**src/rtl/seg_pkg.sv**
```systemverilog
// Shared constants and byte-slicing helper for the 7-segment scan controller.
package seg_pkg;

  localparam int unsigned SEG_W     = 8;
  localparam int unsigned SEG_SH    = $clog2(SEG_W);
  localparam logic [SEG_W-1:0] SEG_OFF = 8'h00;

  // Upper bound on N_DIG supported by digit_byte.
  localparam int unsigned MAX_DIG   = 32;
  localparam int unsigned DIG_IDX_W = $clog2(MAX_DIG);
  localparam int unsigned EXT_W     = SEG_W * MAX_DIG;

  typedef logic [SEG_W-1:0]     seg_byte_t;
  typedef logic [DIG_IDX_W-1:0] dig_idx_t;

  function automatic seg_byte_t digit_byte(input logic [EXT_W-1:0] vec,
                                           input dig_idx_t idx);
    logic [DIG_IDX_W+SEG_SH-1:0] base;
    base = {idx, {SEG_SH{1'b0}}};
    return vec[base +: SEG_W];
  endfunction

endpackage

```
**src/rtl/seg_tick_div.sv**
```systemverilog
// Free-running modulo-DIV counter; tick_o marks the last cycle of each period.
module seg_tick_div #(
  parameter int unsigned DIV = 100000,
  localparam int unsigned CNT_W = (DIV > 1) ? $clog2(DIV) : 1
) (
  input  logic             clk_i,
  input  logic             rst_ni,
  output logic             tick_o,
  output logic [CNT_W-1:0] cnt_o
);

  logic [CNT_W-1:0] cnt_q, cnt_d;

  always_comb begin
    tick_o = (cnt_q == CNT_W'(DIV - 1));
    cnt_d  = tick_o ? '0 : cnt_q + CNT_W'(1);
  end

  always_ff @(posedge clk_i) begin
    if (!rst_ni) cnt_q <= '0;
    else         cnt_q <= cnt_d;
  end

  assign cnt_o = cnt_q;

endmodule

```
**src/rtl/seg_scan_mux.sv**
```systemverilog
// Multiplexed 7-segment scan controller: dead time, PWM brightness, blank/blink
// masks and frame-synchronous double-buffered pattern loading.
module seg_scan_mux
  import seg_pkg::*;
#(
  parameter int unsigned N_DIG     = 8,
  parameter int unsigned SCAN_DIV  = 100000,
  parameter int unsigned BLANK_CYC = 16,
  parameter int unsigned PWM_BITS  = 4,
  parameter int unsigned BLINK_DIV = 50
) (
  input  logic                   clk,
  input  logic                   rst,
  input  logic [SEG_W*N_DIG-1:0] seg_in,
  input  logic                   load,
  output logic                   load_ack,
  input  logic [N_DIG-1:0]       blank_mask,
  input  logic [N_DIG-1:0]       blink_mask,
  input  logic [PWM_BITS-1:0]    bright,
  output logic [N_DIG-1:0]       seg_en,
  output logic [SEG_W-1:0]       seg_out,
  output logic                   frame_start
);

  localparam int unsigned IDX_W  = (N_DIG > 1)     ? $clog2(N_DIG)     : 1;
  localparam int unsigned SLOT_W = (SCAN_DIV > 1)  ? $clog2(SCAN_DIV)  : 1;
  localparam int unsigned BLK_W  = (BLINK_DIV > 1) ? $clog2(BLINK_DIV) : 1;

  logic              tick;
  logic [SLOT_W-1:0] slot;
  logic              frame_end;
  logic              pwm_on;
  logic [EXT_W-1:0]  disp_ext;

  logic [IDX_W-1:0]       idx_q, idx_d;
  logic [PWM_BITS-1:0]    pwm_q, pwm_d;
  logic [BLK_W-1:0]       blk_cnt_q, blk_cnt_d;
  logic                   phase_q, phase_d;
  logic [SEG_W*N_DIG-1:0] disp_q, disp_d;
  logic [SEG_W*N_DIG-1:0] stage_q, stage_d;
  logic                   pend_q, pend_d;
  logic [N_DIG-1:0]       seg_en_q, seg_en_d;
  logic [SEG_W-1:0]       seg_out_q, seg_out_d;
  logic                   fs_q, fs_d;
  logic                   ack_q, ack_d;

  seg_tick_div #(.DIV(SCAN_DIV)) u_slot_div (
    .clk_i  (clk),
    .rst_ni (rst),
    .tick_o (tick),
    .cnt_o  (slot)
  );

  assign disp_ext = EXT_W'(disp_q);

  always_comb begin
    frame_end = tick & (idx_q == IDX_W'(N_DIG - 1));

    idx_d = idx_q;
    if (tick) idx_d = frame_end ? '0 : idx_q + IDX_W'(1);

    pwm_d = pwm_q + PWM_BITS'(1);

    blk_cnt_d = blk_cnt_q;
    phase_d   = phase_q;
    if (frame_end) begin
      if (blk_cnt_q == BLK_W'(BLINK_DIV - 1)) begin
        blk_cnt_d = '0;
        phase_d   = ~phase_q;
      end else begin
        blk_cnt_d = blk_cnt_q + BLK_W'(1);
      end
    end

    // A load landing in the boundary cycle bypasses staging and shares the ack.
    disp_d  = disp_q;
    stage_d = stage_q;
    pend_d  = pend_q;
    ack_d   = 1'b0;
    if (frame_end && (pend_q || load)) begin
      disp_d = load ? seg_in : stage_q;
      pend_d = 1'b0;
      ack_d  = 1'b1;
    end else if (load) begin
      stage_d = seg_in;
      pend_d  = 1'b1;
    end

    pwm_on = (bright == '1) || (pwm_q < bright);

    seg_en_d = '1;
    for (int k = 0; k < N_DIG; k++) begin
      seg_en_d[k] = !((idx_q == IDX_W'(k)) && (slot >= SLOT_W'(BLANK_CYC)) &&
                      pwm_on && !blank_mask[k] && !(blink_mask[k] && phase_q));
    end

    seg_out_d = digit_byte(disp_ext, DIG_IDX_W'(idx_q));
    fs_d      = frame_end;
  end

  always_ff @(posedge clk) begin
    if (!rst) begin
      idx_q     <= '0;
      pwm_q     <= '0;
      blk_cnt_q <= '0;
      phase_q   <= 1'b0;
      disp_q    <= '0;
      stage_q   <= '0;
      pend_q    <= 1'b0;
      seg_en_q  <= '1;
      seg_out_q <= SEG_OFF;
      fs_q      <= 1'b0;
      ack_q     <= 1'b0;
    end else begin
      idx_q     <= idx_d;
      pwm_q     <= pwm_d;
      blk_cnt_q <= blk_cnt_d;
      phase_q   <= phase_d;
      disp_q    <= disp_d;
      stage_q   <= stage_d;
      pend_q    <= pend_d;
      seg_en_q  <= seg_en_d;
      seg_out_q <= seg_out_d;
      fs_q      <= fs_d;
      ack_q     <= ack_d;
    end
  end

  assign seg_en      = seg_en_q;
  assign seg_out     = seg_out_q;
  assign frame_start = fs_q;
  assign load_ack    = ack_q;

endmodule

```
**config.mk**
```make
export PLATFORM = sky130hd
export DESIGN_NAME = seg_scan_mux
export DESIGN_NICKNAME = d
export VERILOG_FILES = /design/src/rtl/seg_pkg.sv /design/src/rtl/seg_tick_div.sv /design/src/rtl/seg_scan_mux.sv
export SDC_FILE = /design/constraint.sdc
export NUM_CORES = 1
export LEC_CHECK = 0
export BUFFER_PORTS_ARGS = -buffer_cell sky130_fd_sc_hd__clkbuf_2
export CAP_MARGIN = 20
export CORE_MARGIN = 8
export CORE_UTILIZATION = 40
export DETAILED_ROUTE_END_ITERATION = 8
export PLACE_DENSITY_LB_ADDON = 0.12
export SETUP_SLACK_MARGIN = 0.3
export SYNTH_ARGS = -nofsm -noshare
export SYNTH_HDL_FRONTEND = slang
export SYNTH_SLANG_ARGS = --single-unit
```
**constraint.sdc**
```tcl
create_clock -name clk -period 4.2 [get_ports clk]
set_input_delay 0.42 -clock clk [delete_from_list [all_inputs] [get_ports clk]]
set_output_delay 0.42 -clock clk [all_outputs]
set_load 0.005 [all_outputs]
```
# Word-level counts from Yosys, hierarchy flattened
# Cells that the tools add are included.
[word_totals] register_bits=178
[op_classes] n_mux=4 n_addsub=4 n_shift=1 n_eq_ne=10 bitwise_logic=3 reduce_logical=71 n_lt_le_gt_ge=2
[op_table] operator="$shiftx A256 B7 Y8" n=1
[op_table] operator="$mux W64" n=1
[op_table] operator="$logic_and A1 B1 Y1" n=41
[op_table] operator="$logic_not A1 Y1" n=24
[op_table] operator="$add A17 B1 Y17 const B" n=1
[op_table] operator="$eq A17 B17 Y1 const B" n=1
[op_table] operator="$ge A17 B5 Y1 const B" n=1
[op_table] operator="$eq A3 B3 Y1 const B" n=4
[op_table] operator="$add A6 B1 Y6 const B" n=1
[op_table] operator="$eq A3 B2 Y1 const B" n=2
[op_table] operator="$eq A6 B6 Y1 const B" n=1
[op_table] operator="$mux W6" n=1
[op_table] operator="$add A4 B1 Y4 const B" n=1
[op_table] operator="$eq A4 B4 Y1 const B" n=1
[op_table] operator="$lt A4 B4 Y1" n=1
[op_table] operator="$reduce_or A2 Y1" n=2
[op_table] operator="$add A3 B1 Y3 const B" n=1
[op_table] operator="$eq A3 B1 Y1 const B" n=1
[op_table] operator="$logic_not A3 Y1" n=1
[op_table] operator="$mux W3" n=1
[op_table] operator="$logic_or A1 B1 Y1" n=2
[op_table] operator="$not A1 Y1" n=2
[op_table] operator="$reduce_and A2 Y1" n=1
[op_table] operator="$and A1 B1 Y1" n=1
[op_table] operator="$mux W1" n=1

# Depth between registers and ports, before layout
# Gate-level depths: netlist of run 1.
[depth] ltp_word=6 depth_mapped=9 depth_no_buf=6

# Hierarchy
# A second synthesis of run 1 with hierarchy kept.
[hier_totals] hier_cells=688 area_unflattened_um2=7337.0
[modules_own_cells] module="seg_scan_mux" cells_per_inst=601 n_inst=1 seq_area_each_um2=3223.1 area_each_um2=6548.8
[modules_own_cells] module="seg_tick_div" cells_per_inst=87 n_inst=1 seq_area_each_um2=340.3 area_each_um2=788.3

# Worst setup path after synthesis of run 1
# No wires, ideal clock.
[synth_timing] path_type="register to register" start="reg u_slot_div.cnt_q[0] (netlist: u_slot_div.cnt_o[0])" end="reg disp_q[10]" period_less_slack_ps=1875 path_stages_with_launch=8 required_ps=4133 path_buffers=2 arrival_time_ps=1808 path_slack_ps=2325 path_cell_list="dfxtp_1 > ha_1 > and4_1 > nand4_4 > or3_4 > buf_12 > buf_12 > o21ai_2"
[synth_between] elab_chain_len=3
[synth_lines] item="start: declaration" line="seg_tick_div.sv:12" source="logic [CNT_W-1:0] cnt_q, cnt_d;"
[synth_lines] item="start signal: assignment" line="seg_tick_div.sv:21" source="else cnt_q <= cnt_d;"
[synth_lines] item="$eq A17 B17 Y1" line="seg_tick_div.sv:15" source="tick_o = (cnt_q == CNT_W'(DIV - 1));"
[synth_lines] item="$and A1 B1 Y1" line="seg_scan_mux.sv:57" source="frame_end = tick & (idx_q == IDX_W'(N_DIG - 1));"
[synth_lines] item="$logic_and A1 B1 Y1" line="seg_scan_mux.sv:80" source="if (frame_end && (pend_q || load)) begin"
[synth_lines] item="end signal: assignment" line="seg_scan_mux.sv:119" source="disp_q <= disp_d;"
[synth_lines] item="end: declaration" line="seg_scan_mux.sv:39" source="logic [SEG_W*N_DIG-1:0] disp_q, disp_d;"
# No other way between the ends.
# A chain may end at the register's enable or synchronous reset.

# Final worst setup path of run 1
[layout_timing] start="reg u_slot_div.cnt_q[0] (netlist: u_slot_div.cnt_o[0])" end="reg disp_q[30]"
# The elaborated chain is that of the path after synthesis.

==> flow_summary.json, run 1 <==
{
  "status": "completed",
  "route.vias.total": 5863,
  "place_worst_setup_slack_ns": 1.564,
  "post_route_cells_drive_above_1_share": 0.2513,
  "grt_max_degree": 90,
  "synth-xor-area-share": 0.02013,
  "worstPathRequired_ns": 4.56,
  "hold_violations": 0,
  "cts-hold-fix-buffers": 0,
  "root_buffer": "sky130_fd_sc_hd__clkbuf_16",
  "cts.sink_count": 178,
  "slew_viol_final": 0,
  "finalClockSkew_ns": 0.01170,
  "worstPathMaxFanout": 46,
  "post_synth_inst_count": 837,
  "hold_slack_ns": 0.2014,
  "vias_per_cell": 4.919,
  "cp_slowest_cell": "sky130_fd_sc_hd__or3_4",
  "timing.final.ws_setup_ns": 1.720,
  "share_of_synthesized_cell_area_in_full_adder_half_adder_and_majority_cells": 0.02236,
  "dominantRegCellSynth": "sky130_fd_sc_hd__dfxtp_1",
  "routed_wl_per_cell_um": 15.42,
  "pin_count": 105,
  "die_h_um": 155.9,
  "synthesis.nets": 938,
  "synth_mux_area_frac": 0.1278,
  "ant_nets": 0,
  "fp.dieW_um": 155.9,
  "timing.critical_path.from_type": "flop",
  "clock_tree_from_tritoncts": "yes",
  "start_util": 0.4051,
  "synth_cell_type_count": 47,
  "ys_async_sr_fraction": 0,
  "p_per_area_nw_per_um2": 385.7,
  "hold_path_class": "primary input to flop",
  "port-buffer-count": 104,
  "synth_top_family_by_area": "simple AND/OR/NAND/NOR gates",
  "globalRouteTotalUtil": 0.1542,
  "finish.utilization": 0.4618,
  "ctsLongestPathBuffers": 2,
  "grt_setup_unrepaired": "no",
  "fraction_of_the_cycle_the_final_worst_path_needs": 0.5904,
  "num-fill-cells": 1899,
  "floorplan.die_area_um2": 24320,
  "worstPathArrival_ns": 2.84,
  "synth_top_cell_area_share": 0.4550,
  "syn-cell-area_um2": 7833,
  "syn_avg_cell_area_um2": 9.358,
  "cts_post_setup_buffers_inserted": 0,
  "ys_seq_elements": 178,
  "design_area_um2": 8929,
  "cts.clk_slew.worst_paths_ns": 0.06,
  "yosys_warnings": 0,
  "final.setup.tns_ns": 0,
  "worst_path_largest_cell_delay_ns": 0.75,
  "drt_iter0_markers": 260,
  "diode_insertion_count_for_antenna_repair": 0,
  "max_freq_mhz": 403.3,
  "gp_congestion": 0.8057,
  "routed_wl_um": 18380,
  "grt_antenna_before_repair": 0,
  "via_count_of_the_first_global_routing_pass": 5550,
  "setup.worst_path.end_class": "flop",
  "synthDominantAreaCellType": "sky130_fd_sc_hd__dfxtp_1",
  "cts_resizes": 0,
  "post_synth_main_area_contributors": "sky130_fd_sc_hd__dfxtp_1, sky130_fd_sc_hd__nand2_1, sky130_fd_sc_hd__mux2i_1",
  "layout.cells.most_common": "sky130_fd_sc_hd__nand2_1",
  "post_synth_and_or_nand_nor_area_fraction": 0.1792,
  "crit_chain": "ha_1, and4_1, nand4_4, or3_4, buf_4, o21ai_2",
  "worst_tran_pin_value_ns": 1.044,
  "setup-violations-final": 0,
  "globalRoute.totalOverflow": 0,
  "first_pass_grt_wire_length_um": 29740,
  "cap_viol_max_count": 0,
  "clock_latency_ns": 0.43,
  "hpwl_um": 12610,
  "vdd_drop_max_mv": 0.2617,
  "synth_compound_area_frac": 0.1382,
  "placement_rows": 51,
  "drt_first_pass_iters": 5,
  "critical_path_class": "flop to flop",
  "floorplan.core_area_um2": 19330,
  "mostFrequentLayoutCells": "sky130_fd_sc_hd__nand2_1, sky130_fd_sc_hd__dfxtp_1, sky130_fd_sc_hd__clkbuf_2",
  "slew-limit-headroom": 0.3039,
  "areaGrowthSynthToFinish_pct": 13.99,
  "synth_enable_flop_cells": 0,
  "htree_num_levels": 4,
  "final_period_minus_worst_setup_slack_ns": 2.480,
  "placed_area_um2": 8374,
  "cellLeakagePower_uw": 0.003563,
  "synth-seq-area-share": 0.4550,
  "drc": 0,
  "num-nets-final": 1016,
  "cts_inserted_buffers": 17
}
==> cells by family after synthesis <==
family,after synthesis
flip-flops,178
buffers and inverters,69
adder cells (fa/ha/maj),14
multiplexers,80
AO/OA/AOI/OAI,162
XOR/XNOR,18
AND/OR/NAND/NOR,316
==> cell usage after synthesis (3+ instances only) <==
cell type,instances
sky130_fd_sc_hd__nand4_1,14
sky130_fd_sc_hd__dlygate4sd1_1,6
sky130_fd_sc_hd__buf_1,3
sky130_fd_sc_hd__xnor2_1,7
sky130_fd_sc_hd__buf_4,6
sky130_fd_sc_hd__nor2_1,30
sky130_fd_sc_hd__a21oi_1,81
sky130_fd_sc_hd__inv_1,13
sky130_fd_sc_hd__mux4_2,16
sky130_fd_sc_hd__buf_12,7
sky130_fd_sc_hd__nand3_1,14
sky130_fd_sc_hd__and2_1,4
sky130_fd_sc_hd__clkbuf_1,18
sky130_fd_sc_hd__a211oi_1,8
sky130_fd_sc_hd__nor3_1,4
sky130_fd_sc_hd__nand2_1,222
sky130_fd_sc_hd__o21ai_1,5
sky130_fd_sc_hd__buf_2,13
sky130_fd_sc_hd__dfxtp_1,178
sky130_fd_sc_hd__o21ai_2,61
sky130_fd_sc_hd__ha_1,14
sky130_fd_sc_hd__or3_1,7
sky130_fd_sc_hd__mux2i_1,64
sky130_fd_sc_hd__and3_1,3
sky130_fd_sc_hd__xor2_1,11
sky130_fd_sc_hd__and4_1,3
==> worst paths after layout <==
path,from,endpoint,slack [ns],depth (start not counted)
max,u_slot_div.cnt_o[0],disp_q[30],1.72,6
min,blank_mask[7],seg_en[7],0.20,3
max reg2reg,u_slot_div.cnt_o[0],disp_q[30],1.72,6
min reg2reg,disp_q[55],disp_q[55],0.45,2
==> critical path, delay by kind of cell, from the launching register on <==
kind | cells | cell delay [ns]
adder cells (fa/ha/maj) | 1 | 0.26
buffers and inverters | 1 | 0.37
AO/OA/AOI/OAI | 1 | 0.16
AND/OR/NAND/NOR | 3 | 1.20
flip-flops | 1 | 0.40
==> registers in the layout (all words and copies together), names as in the netlist <==
register,flops
disp_q,64
stage_q,64
u_slot_div.cnt_o,17
seg_en,8
seg_out,8
blk_cnt_q,6
pwm_q,4
idx_q,3
frame_start,1
load_ack,1
pend_q,1
phase_q,1
==> per-stage QoR <==
stage | cells | total power (µW)
5_1_grt | 1192 | 3588
3_5_place_dp | 1160 | 2031
3_3_place_gp | 1160 | 2030
4_1_cts | 1191 | 3488
6_report | 1192 | 3444
2_1_floorplan | 837 | 1934
==> layer usage <==
metal  wire length [µm]  global-route usage
met1               8724              0.2036
met2               8485              0.2428
met3                998             0.03961
met4                170             0.04575
met5                  0                   0
==> power breakdown <==
part / switching (µW) / internal, µW / total [µW]
clock: 654 / 799 / 1450
combinational: 149 / 94.6 / 243
sequential: 19.7 / 1730 / 1750
==> area by class of cell <==
cell class                 instances  area [µm²]  share of cell area
inverter                          15       56.30            0.006306
timing repair buffer             113       603.1             0.06754
multi-input combinational        590        3840              0.4301
tap                              265       331.6             0.03714
sequential                       178        3563              0.3991
clock buffer                      23       478.0             0.05353
clock inverter                     8       56.30            0.006306
Power figures use the tool's default switching activity.
==> inputs of run 2 (changes only) <==
==> constraint.sdc (replaced) <==
create_clock -name clk -period 2 [get_ports clk]
set_input_delay 0.2 -clock clk [delete_from_list [all_inputs] [get_ports clk]]
set_output_delay 0.2 -clock clk [all_outputs]
set_load 0.005 [all_outputs]
==> run 2 against run 1 <==
Net effect:
- count of clock-buffer cells in the layout down 3
- final area rose by 16%
- utilization rose by 7.4 points
- via count rose by 7.4%
- critical endpoint is now disp_q[53]
- sequential power grew 110%
- worst hold slack worse by 0.19 ns
- critical path type unchanged
- non-clock buffer count grew 97
- fmax is 37% higher
==> flow_summary.json, run 2 (synthesis results as in run 1) <==
{
  "placement_rows": 51,
  "worstPathArrival_ns": 2.18,
  "finalClockSkew_ns": 0.007884,
  "r2r_end": "disp_q[53]",
  "grt_max_degree": 65,
  "htree_num_levels": 4,
  "setup-violations-final": 0,
  "endpoint": "disp_q[53]",
  "route.vias.total": 6299,
  "hpwl_um": 12740,
  "ctsLongestPathBuffers": 2,
  "crit_chain": "ha_4, and4_4, buf_4, nand4_4, or3_4, buf_12, o21ai_2",
  "drt_iter0_markers": 329,
  "root_buffer": "sky130_fd_sc_hd__clkbuf_16",
  "fp.dieW_um": 155.9,
  "floorplan.core_area_um2": 19330,
  "port-buffer-count": 104,
  "critical_path.n_buffers_inverters": 2,
  "setup.worst_path.start": "u_slot_div.cnt_o[1]",
  "fraction_of_the_cycle_the_final_worst_path_needs": 0.9055,
  "cellLeakagePower_uw": 0.004200,
  "critical_path_class": "flop to flop",
  "slew-limit-headroom": 0.7372,
  "seqPwrFrac": 0.475,
  "floorplan.die_area_um2": 24320,
  "vias_per_cell": 4.879,
  "reg2reg_from": "u_slot_div.cnt_o[1]",
  "globalRoute.totalOverflow": 0,
  "setup.worst_path.end_class": "flop",
  "routed_wl_per_cell_um": 16.27,
  "vdd_drop_max_mv": 0.6028,
  "switching_share": 0.2388,
  "num-fill-cells": 1757,
  "cp_slowest_cell": "sky130_fd_sc_hd__or3_4",
  "grt_antenna_before_repair": 0,
  "ant_nets": 0,
  "worst_path_largest_cell_delay_ns": 0.42,
  "grt_setup_unrepaired": "yes",
  "gp_congestion": 0.7992,
  "globalRouteTotalUtil": 0.1671,
  "sum_of_internal_switching_and_leakage_power_uw": 7729,
  "max_freq_mhz": 552.2,
  "clock_latency_ns": 0.43,
  "worst_r2r_path_depth": 7,
  "cp_top_family": "simple AND/OR/NAND/NOR gates",
  "first_pass_grt_wire_length_um": 32000,
  "diode_insertion_count_for_antenna_repair": 0,
  "drc": 0,
  "areaGrowthSynthToFinish_pct": 32.19,
  "finish.utilization": 0.5355,
  "cts.clk_slew.worst_paths_ns": 0.07,
  "post_route_cells_drive_above_1_share": 0.3041,
  "hold_path_class": "primary input to flop",
  "mostFrequentLayoutCells": "sky130_fd_sc_hd__nand2_1, sky130_fd_sc_hd__dfxtp_1, sky130_fd_sc_hd__clkbuf_2",
  "hold_slack_ns": 0.01039,
  "final_period_minus_worst_setup_slack_ns": 1.811,
  "pin_count": 105,
  "via_count_of_the_first_global_routing_pass": 6091,
  "worst_tran_pin_value_ns": 0.3942,
  "path_depth": 7,
  "cap_viol_max_count": 0,
  "drt_first_pass_iters": 4,
  "p_switching_uw": 1846,
  "timing.critical_path.from_type": "flop",
  "start_util": 0.4051,
  "ff2ff_setup_slack_ns": 0.19,
  "status": "completed",
  "clock_tree_from_tritoncts": "yes",
  "p_per_area_nw_per_um2": 746.5,
  "layout.cells.most_common": "sky130_fd_sc_hd__nand2_1",
  "comb_power_share": 0.093,
  "die_h_um": 155.9,
  "num-nets-final": 1114,
  "cts.sink_count": 178,
  "final.setup.tns_ns": 0,
  "cts_inserted_buffers": 17,
  "worstPathMaxFanout": 31,
  "worstPathRequired_ns": 2.37,
  "hold_violations": 0,
  "power_report.internal_total_uw": 5883,
  "slew_viol_final": 0,
  "routed_wl_um": 21000,
  "share_clk_of_total_power": 0.432
}
==> run 2: cell count changes in the layout (fill, tap and decap cells not counted), sizes merged <==
| cell | change |
|---|---|
| buf | +32 |
| inv | +1 |
| clkbuf | +4 |
| bufinv | +2 |
| clkinvlp | +1 |
| dlygate4sd3 | +58 |
| nand3 | +1 |
==> run 2: routing by layer <==
metal / track usage / wire (µm)
met4: 0.05360 / 308
met3: 0.03878 / 930
met5: 0 / 0
met1: 0.2209 / 9881
met2: 0.2644 / 9880
==> run 2: worst min-delay path: cells and delay by family <==
kind,cells,cell delay (ns)
AOI/OAI and AO/OA,1,0.05
buffers and inverters,1,0.09
and+or+nand+nor,1,0.05
==> run 2: what timing repair did <==
item                                    CTS  global route
gates resized for setup                  17            31
hold endpoints to repair                 56             0
hold buffers                             58             0
gates cloned                              3             8
buffers inserted                          7             8
endpoints found under the setup margin  136           142
pin swaps                                 4             9
==> run 2: final cells by class <==
cell class / instances / area (µm²) / share of cell area
clock buffers: 20 / 456.7 / 0.04411
clock inverters: 12 / 132.6 / 0.01281
inverters: 15 / 56.30 / 0.005438
multi-input cells: 591 / 3996 / 0.3860
flip-flops and latches: 178 / 3587 / 0.3465
well taps: 265 / 331.6 / 0.03202
repair buffers: 210 / 1793 / 0.1732
==> run 2: worst min path at each step <==
stage / startpoint / to / depth (start not counted)
6_report: seg_in[39] / stage_q[39] / 3
5_1_grt: seg_in[25] / stage_q[25] / 3
4_1_cts: seg_in[38] / stage_q[38] / 3
3_5_place_dp: blank_mask[7] / seg_en[7] / 3
3_3_place_gp: blank_mask[7] / seg_en[7] / 3
2_1_floorplan: blank_mask[7] / seg_en[7] / 2
==> run 2: power groups by stage <==
stage | logic, µW | clock network (µW) | registers [µW]
floorplan | 324 | 0 | 3740
detailed placement | 541 | 0 | 3750
global placement | 539 | 0 | 3750
finish | 722 | 3340 | 3670
global route | 788 | 3580 | 3670
CTS | 673 | 3410 | 3670
==> run 2: metrics by stage <==
| step | setup WS (ns) | std cells | cell area, µm² |
|---|---|---|---|
| 3_5_place_dp | 0.1565 | 1175 | 8630 |
| 5_1_grt | 0.1206 | 1291 | 10350 |
| 2_1_floorplan | 0.3015 | 837 | 7886 |
| 6_report | 0.1890 | 1291 | 10350 |
| 3_3_place_gp | 0.1862 | 1175 | 8630 |
| 4_1_cts | 0.2454 | 1275 | 9991 |
==> inputs of run 3 (changes only) <==
==> constraint.sdc (replaced) <==
create_clock -name clk -period 1.95 [get_ports clk]
set_input_delay 0.195 -clock clk [delete_from_list [all_inputs] [get_ports clk]]
set_output_delay 0.195 -clock clk [all_outputs]
set_load 0.005 [all_outputs]
==> run 3 against run 2 <==
Net effect:
- wire length rose by 0.44%
- sequential power grew 2%
- setup slack worse by 0.049 ns
- combinational power up 3.7%
- clock power rose by 2%
- critical path type unchanged
- fmax is essentially flat
- sequential share of layout area down 0.26 points
- die area is the same
==> flow_summary.json, run 3 (synthesis results as in run 1) <==
{
  "port-buffer-count": 104,
  "first_pass_grt_wire_length_um": 33220,
  "sum_of_internal_switching_and_leakage_power_uw": 7933,
  "vias_per_cell": 4.861,
  "fp.dieW_um": 155.9,
  "slew_viol_final": 0,
  "drt_first_pass_iters": 5,
  "cts.sink_count": 178,
  "worst_tran_pin_value_ns": 0.4144,
  "die_h_um": 155.9,
  "cellLeakagePower_uw": 0.004245,
  "globalRouteTotalUtil": 0.1742,
  "finalClockSkew_ns": 0.01111,
  "worstPathRequired_ns": 2.31,
  "worst_r2r_path_depth": 5,
  "hpwl_um": 13190,
  "drc": 0,
  "clock_latency_ns": 0.44,
  "start_util": 0.4051,
  "finish.utilization": 0.5391,
  "gp_congestion": 0.7727,
  "placed_area_um2": 8642,
  "worst_hold_path.num_cells": 3,
  "mostFrequentLayoutCells": "sky130_fd_sc_hd__nand2_1, sky130_fd_sc_hd__dfxtp_1, sky130_fd_sc_hd__clkbuf_2",
  "hold_violations": 0,
  "cap_viol_max_count": 0,
  "areaGrowthSynthToFinish_pct": 33.08,
  "via_count_of_the_first_global_routing_pass": 6139,
  "fraction_of_the_cycle_the_final_worst_path_needs": 0.9284,
  "grt_antenna_before_repair": 0,
  "root_buffer": "sky130_fd_sc_hd__clkbuf_16",
  "cts_inserted_buffers": 17,
  "post_route_cells_drive_above_1_share": 0.2934,
  "hold_path_class": "primary input to flop",
  "r2r_end": "disp_q[0]",
  "drt_iter0_markers": 319,
  "ant_nets": 0,
  "critical_path_class": "flop to flop",
  "timing.critical_path.from_type": "flop",
  "setup.worst_path.end_class": "flop",
  "place.detailed.instances": 1178,
  "route.vias.total": 6358,
  "routed_wl_per_cell_um": 16.13,
  "routed_wl_um": 21090,
  "num-nets-final": 1131,
  "final_period_minus_worst_setup_slack_ns": 1.810,
  "grt_setup_unrepaired": "yes",
  "final_cell_count_no_fill": 1308,
  "vdd_drop_max_mv": 0.6188,
  "max_freq_mhz": 552.4,
  "layout.cells.most_common": "sky130_fd_sc_hd__nand2_1",
  "clock_tree_from_tritoncts": "yes",
  "setup-violations-final": 0,
  "reg2reg_from": "u_slot_div.cnt_o[8]",
  "design_area_um2": 10420,
  "worstPathMaxFanout": 24,
  "status": "completed",
  "htree_num_levels": 4,
  "ctsLongestPathBuffers": 2,
  "grt_max_degree": 65,
  "floorplan.core_area_um2": 19330,
  "p_per_area_nw_per_um2": 761.1,
  "slew-limit-headroom": 0.7158,
  "final.setup.tns_ns": 0,
  "diode_insertion_count_for_antenna_repair": 0,
  "floorplan.die_area_um2": 24320,
  "placement_rows": 51,
  "worstPathArrival_ns": 2.17,
  "globalRoute.totalOverflow": 0,
  "timing.hold.worst.start": "blink_mask[1]",
  "ff2ff_setup_slack_ns": 0.14,
  "cts.clk_slew.worst_paths_ns": 0.07,
  "holdPathEnd": "seg_en[1]",
  "pin_count": 105
}
[run 3: cell count changes in the layout (fill, tap and decap cells not counted), sizes merged]
cell,change
buf,+5
bufinv,-1
clkbuf,-6
clkinv,-1
clkinvlp,-2
dlygate4sd3,+17
inv,+6
nand3,-1
[run 3: worst max-delay path by stage]
stage | from | end | slack, ns | cells past startpoint
floorplan | u_slot_div.cnt_o[0] | disp_q[10] | 0.28 | 7
global placement | u_slot_div.cnt_o[7] | disp_q[7] | 0.12 | 7
detailed placement | u_slot_div.cnt_o[8] | blk_cnt_q[5] | 0.15 | 5
CTS | u_slot_div.cnt_o[1] | stage_q[40] | 0.20 | 8
global route | u_slot_div.cnt_o[8] | stage_q[1] | 0.08 | 7
finish | u_slot_div.cnt_o[8] | disp_q[0] | 0.14 | 5
[run 3: cell type report]
type | count | area, µm²
Clock buffer | 18 | 439.2
Sequential cell | 178 | 3585
Clock inverter | 14 | 146.4
Fill cell | 1742 | 8911
Inverter | 15 | 56.30
Tap cell | 265 | 331.6
Multi-Input combinational cell | 590 | 3950
Timing Repair Buffer | 228 | 1916
[run 3: critical path: stages, from the launching register on]
cell	delay, ns
sky130_fd_sc_hd__dfxtp_2	0.34
sky130_fd_sc_hd__nor4_4	0.41
sky130_fd_sc_hd__nand4_4	0.13
sky130_fd_sc_hd__or3_4	0.46
sky130_fd_sc_hd__buf_12	0.21
sky130_fd_sc_hd__o21ai_1	0.17
[run 3: per-stage QoR]
stage	hold WS, ns	setup WS (ns)
after CTS	0.003136	0.2009
after floorplan	0.3126	0.2766
after global placement	0.4067	0.1210
final	0.02345	0.1397
after detailed placement	0.4104	0.1463
after global routing	0.008820	0.08379
[run 3: power breakdown]
group / switching (µW) / internal [µW] / total [µW]
Sequential: 44.2 / 3720 / 3760
Clock: 1580 / 1840 / 3420
Combinational: 381 / 368 / 749
Total: 2010 / 5920 / 7930
[run 3: what timing repair did]
action | in CTS | in global routing
endpoints found under the setup margin | 144 | 145
gates cloned | 5 | 3
gates resized for setup | 19 | 18
setup buffers | 11 | 4
hold endpoints to repair | 70 | 0
pin swaps | 4 | 6
hold buffers | 75 | 0
[run 3: routing by layer]
layer  vias to the layer above  track usage  part of all wire
met5                         -            0                 0
met4                         0      0.04621            0.0067
met3                        14      0.04155             0.042
met2                       115       0.2816              0.47
met1                      2981       0.2280              0.48
li1                       3248            -                 -
